### src/rtl/uart_loader.sv
// Serial program loader: receives an 0xA5-framed image over 8N1 UART and writes
// it word by word into RAM through the core's store-port encoding.
module uart_loader #(
    parameter int CLK_FREQ   = 50_000_000,
    parameter int BAUD_RATE  = 9600,
    parameter int ADDR_WIDTH = 13
) (
    input  logic                  clk,
    input  logic                  rst,
    input  logic                  uart_rx,
    output logic [1:0]            weA,
    output logic [ADDR_WIDTH+1:0] addrA,
    output logic [31:0]           dinA,
    output logic                  busy,
    output logic                  done,
    output logic                  err
);

    localparam int CPB  = CLK_FREQ / BAUD_RATE;
    localparam int HALF = CPB / 2;
    localparam int CW   = $clog2(CPB + 1);
    localparam int AW   = ADDR_WIDTH + 2;

    // ---------------- RX front end ----------------
    logic          rx_s1, rx_s2, rx_prev;
    logic          rx_active;
    logic [CW-1:0] rx_cnt;
    logic [3:0]    rx_bit;
    logic [7:0]    rx_shift;
    logic [7:0]    rx_byte;
    logic          byte_valid;
    logic          sample_tick;
    logic          rx_ferr;

    // rx_bit 0 is the start-bit recheck at CPB/2, 1..8 data, 9 stop
    assign sample_tick = rx_active &&
                         ((rx_bit == 4'd0) ? (rx_cnt == CW'(HALF)) : (rx_cnt == CW'(CPB)));
    assign rx_ferr     = sample_tick && (rx_bit == 4'd9) && !rx_s2;

    always_ff @(posedge clk or posedge rst) begin
        if (rst) begin
            rx_s1      <= 1'b1;
            rx_s2      <= 1'b1;
            rx_prev    <= 1'b1;
            rx_active  <= 1'b0;
            rx_cnt     <= '0;
            rx_bit     <= 4'd0;
            rx_shift   <= 8'h00;
            rx_byte    <= 8'h00;
            byte_valid <= 1'b0;
        end else begin
            rx_s1      <= uart_rx;
            rx_s2      <= rx_s1;
            rx_prev    <= rx_s2;
            byte_valid <= 1'b0;
            if (!rx_active) begin
                if (rx_prev && !rx_s2) begin
                    rx_active <= 1'b1;
                    rx_cnt    <= CW'(1);
                    rx_bit    <= 4'd0;
                end
            end else if (sample_tick) begin
                rx_cnt <= CW'(1);
                rx_bit <= rx_bit + 4'd1;
                if (rx_bit == 4'd0) begin
                    if (rx_s2)
                        rx_active <= 1'b0;
                end else if (rx_bit == 4'd9) begin
                    rx_active <= 1'b0;
                    if (rx_s2) begin
                        byte_valid <= 1'b1;
                        rx_byte    <= rx_shift;
                    end
                end else begin
                    rx_shift <= {rx_s2, rx_shift[7:1]};
                end
            end else begin
                rx_cnt <= rx_cnt + CW'(1);
            end
        end
    end

    // ---------------- Frame FSM ----------------
    typedef enum logic [1:0] {IDLE, ADDR, COUNT, DATA} state_t;

    state_t          state, state_n;
    logic [1:0]      byte_idx, idx_n;
    logic [31:0]     shreg, shreg_n;
    logic [31:0]     count, count_n;
    logic [31:0]     assembled;
    logic [AW-1:0]   addr_n;
    logic [1:0]      we_n;
    logic [31:0]     din_n;
    logic            busy_n, done_n, err_n;

    always_ff @(posedge clk or posedge rst) begin
        if (rst) begin
            state    <= IDLE;
            byte_idx <= 2'd0;
            shreg    <= 32'h0;
            count    <= 32'h0;
            weA      <= 2'b00;
            addrA    <= '0;
            dinA     <= 32'h0;
            busy     <= 1'b0;
            done     <= 1'b0;
            err      <= 1'b0;
        end else begin
            state    <= state_n;
            byte_idx <= idx_n;
            shreg    <= shreg_n;
            count    <= count_n;
            weA      <= we_n;
            addrA    <= addr_n;
            dinA     <= din_n;
            busy     <= busy_n;
            done     <= done_n;
            err      <= err_n;
        end
    end

    // Bytes arrive LSB first, so each new byte enters at the top of the word.
    always_comb begin
        state_n   = state;
        idx_n     = byte_idx;
        shreg_n   = shreg;
        count_n   = count;
        addr_n    = addrA;
        we_n      = 2'b00;
        din_n     = dinA;
        busy_n    = busy;
        done_n    = 1'b0;
        err_n     = err;
        assembled = {rx_byte, shreg[31:8]};
        if (rx_ferr) begin
            err_n   = 1'b1;
            busy_n  = 1'b0;
            state_n = IDLE;
        end else if (weA == 2'b11) begin
            // address advances after the write so addrA is stable during it
            addr_n  = addrA + AW'(4);
            count_n = count - 32'd1;
            if (count == 32'd1) begin
                done_n  = 1'b1;
                busy_n  = 1'b0;
                state_n = IDLE;
            end
        end else if (byte_valid) begin
            idx_n   = byte_idx + 2'd1;
            shreg_n = assembled;
            case (state)
                IDLE: begin
                    if (rx_byte == 8'hA5) begin
                        err_n   = 1'b0;
                        busy_n  = 1'b1;
                        idx_n   = 2'd0;
                        state_n = ADDR;
                    end
                end
                ADDR: begin
                    if (byte_idx == 2'd3) begin
                        addr_n  = {assembled[ADDR_WIDTH+1:2], 2'b00};
                        state_n = COUNT;
                    end
                end
                COUNT: begin
                    if (byte_idx == 2'd3) begin
                        count_n = assembled;
                        if (assembled == 32'd0) begin
                            done_n  = 1'b1;
                            busy_n  = 1'b0;
                            state_n = IDLE;
                        end else begin
                            state_n = DATA;
                        end
                    end
                end
                DATA: begin
                    if (byte_idx == 2'd3) begin
                        we_n  = 2'b11;
                        din_n = assembled;
                    end
                end
                default: state_n = IDLE;
            endcase
        end
    end

endmodule

### config.mk
export PLATFORM = sky130hd
export DESIGN_NAME = uart_loader
export DESIGN_NICKNAME = d
export VERILOG_FILES = /design/src/rtl/uart_loader.sv
export SDC_FILE = /design/constraint.sdc
export NUM_CORES = 1
export LEC_CHECK = 0
export CAP_MARGIN = 30
export CELL_PAD_IN_SITES_DETAIL_PLACEMENT = 0
export CELL_PAD_IN_SITES_GLOBAL_PLACEMENT = 1
export CORE_MARGIN = 8
export CORE_UTILIZATION = 50
export CTS_BUF_LIST = sky130_fd_sc_hd__clkbuf_16
export CTS_CLUSTER_DIAMETER = 150
export DETAILED_ROUTE_END_ITERATION = 8
export GPL_TIMING_DRIVEN = 0
export PLACE_DENSITY_LB_ADDON = 0.1
export SETUP_SLACK_MARGIN = 0.1
export SLEW_MARGIN = 10
export SYNTH_ARGS = -nofsm -noshare
export SYNTH_HDL_FRONTEND = slang
export SYNTH_SLANG_ARGS = --single-unit
### constraint.sdc
create_clock -name clk -period 11.88 [get_ports clk]
set_input_delay 3.564 -clock clk [delete_from_list [all_inputs] [get_ports clk]]
set_output_delay 3.564 -clock clk [all_outputs]
set_load 0.005 [all_outputs]
==> results.yml <==
final_layout:
  layout_commonest_cell: "dfrtp_1"
  nets: 827
  final_cells: 1012
  drive_above_1_share: 0.157
  fillCellCount: 1286
  diodes: 0
  final_cell_mix: "dfrtp_1 (144), o21ai_0 (59), nand2_1 (54)"
  area_delta_synth_final_pct: 17.7
logic_synthesis:
  yosys.area.top_type: "dfrtp_1"
  ys_types: 69
  syn_area_um2: 7650
  synth_compound_area_frac: 0.161
  synth.area.mux_share: 0.127
  synth_fa_ha_area_frac: 0.0213
  ys_warn_count: 0
  async_reset_ff_frac: 1.00
  synth_top_area_frac: 0.471
  synthSimpleGateAreaFrac: 0.165
  synth_xor_area_frac: 0.00687
  synth_seq_area_share: 0.482
  ys_ff_latch: 147
  synth_top_family_by_area: "simple AND/OR/NAND/NOR gates"
  synth_area_per_cell_um2: 10.4
  synth_area_leaders: "dfrtp_1 (47%), mux2_2 (6.2%), mux2_4 (5.7%), o21ai_0 (3.9%), a21oi_1 (3.0%)"
  synth-edff-count: 0
  synthCells: 738
  synth-main-ff-cell: "dfrtp_1"
grt:
  grt_pass1_wl_mm: 35.1
  antenna_found_initial: 0
  grt_use_total: 0.228
  grt_max_degree: 94
  grt_pass1_vias: 6216
  overflow: 0
setup_path:
  r2r_cells: 11
  start_kind: "flop"
  cp_top_family: "buffers and inverters"
  crit_path_max_fanout: 3
  crit_chain: "buf_4 > clkdlybuf4s50_1"
  cp.depth: 2
  slowest_stage: "clkdlybuf4s50_1"
  endpoint_kind: "output pin"
  path_class: "reg -> out"
  crit_buf_inv: 2
  cp_data_arrival_time_ns: 1.44
  required_ns: 8.32
  cpPeakStageDelay_ns: 0.49
power:
  switching_share: 0.249
  internal-power_w: 0.000819
  seqPwrFrac: 0.487
  combinationalPowerShare: 0.038
  switching_power_w: 0.000271
  clkPwrFrac: 0.475
  power_w: 0.00109
  power_leakage_nw: 4.12
  ir_drop_mv: 0.103
  p_per_area_nw_per_um2: 121
sta:
  setup_viol: 0
  hold_viol: 0
  clock_skew_ns: 0.0122
  worstMarginPinSlew_ns: 0.995
  slew_headroom: 0.331
  drv_slew: 0
  rsz0062_at_grt: "false"
  finalHoldWorstSlack_ns: 0.358
  fin_setup_tns_ns: 0
  timing.final.crit_share: 0.421
  period_needed_ns: 5.00
  max_freq_mhz: 200
routing:
  antenna_left: 0
  dr_total_vias: 6372
  wl_mm: 22.1
  wl_per_cell_um: 21.9
  drt_iter0_drc: 572
  drtPass1Iterations: 5
  drc: 0
  routed_via_density: 6.30
cts:
  cts_tree: "done"
  ctsResizeCount: 0
  clkTransAtPathRegs_ns: 0.06
  cts_buffer_depth: 2
  postCtsHoldBufs: 0
  cts_setup_buffers: 0
  numCtsBuffers: 17
  clkSinkCount: 147
  htreeDepth: 4
  cts-root-buf: "clkbuf_16"
  clk_latency_ns: 0.43
die:
  die_w_um: 140
  fp.dieH_um: 140
  initial_utilization: 0.507
  die_area_um2: 19500
  core_area_um2: 15100
  rows: 45
  pin_count: 55
placed_design:
  gp_congestion: 0.915
  placed_cells: 980
  port_buffers: 52
  dp_hpwl_mm: 15.1
outcome:
  outcome: "finished, final reports clean"
worst_hold_path:
  hold_path.class: "reg -> reg"
  hold_depth: 0
job:
  max_cap_violations: 0
==> layer usage <==
layer,track usage,up-vias,share of wire
met5,0,-,0
met4,0.0869,0,0.026
met3,0.0417,39,0.050
met2,0.381,203,0.49
met1,0.289,3239,0.44
li1,-,2891,-
==> power by group through the flow <==
stage | registers, W | logic [W] | clock network, W
after floorplan | 0.000535 | 0.0000319 | 0
after global placement | 0.000540 | 0.0000382 | 0
after detailed placement | 0.000540 | 0.0000425 | 0
after CTS | 0.000531 | 0.0000425 | 0.000523
after global routing | 0.000534 | 0.0000482 | 0.000542
final | 0.000531 | 0.0000412 | 0.000517
==> flip-flops by register name, summed over array words and instances (netlist names), 2 cells and up <==
name      cells
rx_shift      8
state         2
rx_cnt       13
count        32
rx_bit        4
shreg        24
rx_byte       8
dinA         32
addrA        13
byte_idx      2
==> worst paths after layout <==
check | from | end | slack, ns
max | weA[0]$_DFF_PP0_ | weA[1] | 6.88
min | rx_s1$_DFF_PP1_ | rx_s2$_DFF_PP1_ | 0.36
max reg2reg | rx_cnt[0]$_DFFE_PP0P_ | count[6]$_DFFE_PP0P_ | 8.16
min reg2reg | rx_s1$_DFF_PP1_ | rx_s2$_DFF_PP1_ | 0.36
max in group asynchronous | rst | count[26]$_DFFE_PP0P_ | 7.52
min in group asynchronous | rst | dinA[27]$_DFFE_PP0P_ | 3.55
==> Yosys cell counts (all sizes together), types with 3 or more instances <==
master	n
and4	4
nand4	5
a21oi	46
a31oi	9
and2	3
o21a	3
a22oi	6
and3	20
nor3b	3
xnor2	3
mux2	71
o22a	9
or2	3
or3	10
a211oi	3
nand3	25
inv	17
o221a	5
o22ai	11
ha	13
o31ai	5
a2bb2oi	4
dfrtp	144
buf	12
o41ai	3
or4b	5
o21ai	63
nor2	44
nor3	22
clkbuf	33
nand2	54
dfstp	3
xor2	3
nand2b	11
a22o	5
mux2i	6
or4	7
nor4	15
==> cell families (layout without fill, tap and decap cells) <==
| kind of cell | Yosys count | after routing |
|---|---|---|
| AOI/OAI and AO/OA | 192 | 192 |
| xor gates and xnor gates | 6 | 6 |
| adders and majority gates | 13 | 13 |
| buffers and inverters | 63 | 148 |
| DFF | 147 | 147 |
| muxes | 77 | 77 |
| other | 1 | 2 |
| and+or+nand+nor | 239 | 239 |
==> worst reg2reg max path, delay by kind of cell (launching register included) <==
| kind | cells | cell delay [ns] |
|---|---|---|
| buf+inv | 4 | 0.96 |
| fa+ha+maj | 1 | 0.15 |
| simple gates | 3 | 1.21 |
| flops | 1 | 0.41 |
| compound gates | 3 | 0.83 |
==> cell type report <==
cell class / instances / area (um2) / share of cell area
repair buffers: 53 / 548 / 0.0609
plain buffers: 45 / 216 / 0.0241
clock buffers: 17 / 425 / 0.0473
flip-flops and latches: 147 / 3680 / 0.409
multi-input cells: 529 / 3680 / 0.409
inverters: 18 / 75.1 / 0.00834
clock inverters: 15 / 134 / 0.0149
well taps: 188 / 235 / 0.0261
==> metrics by stage <==
| stage | cell area, um2 | setup WS (ns) | util |
|---|---|---|---|
| finish | 9000 | 6.88 | 0.596 |
| global placement | 8410 | 2.38 | 0.557 |
| detailed placement | 8440 | 7.06 | 0.559 |
| floorplan | 7650 | 4.37 | - |
| CTS | 9000 | 6.86 | 0.596 |
| global route | 9000 | 6.84 | 0.596 |
No activity file was read; power rests on OpenSTA's default activity.
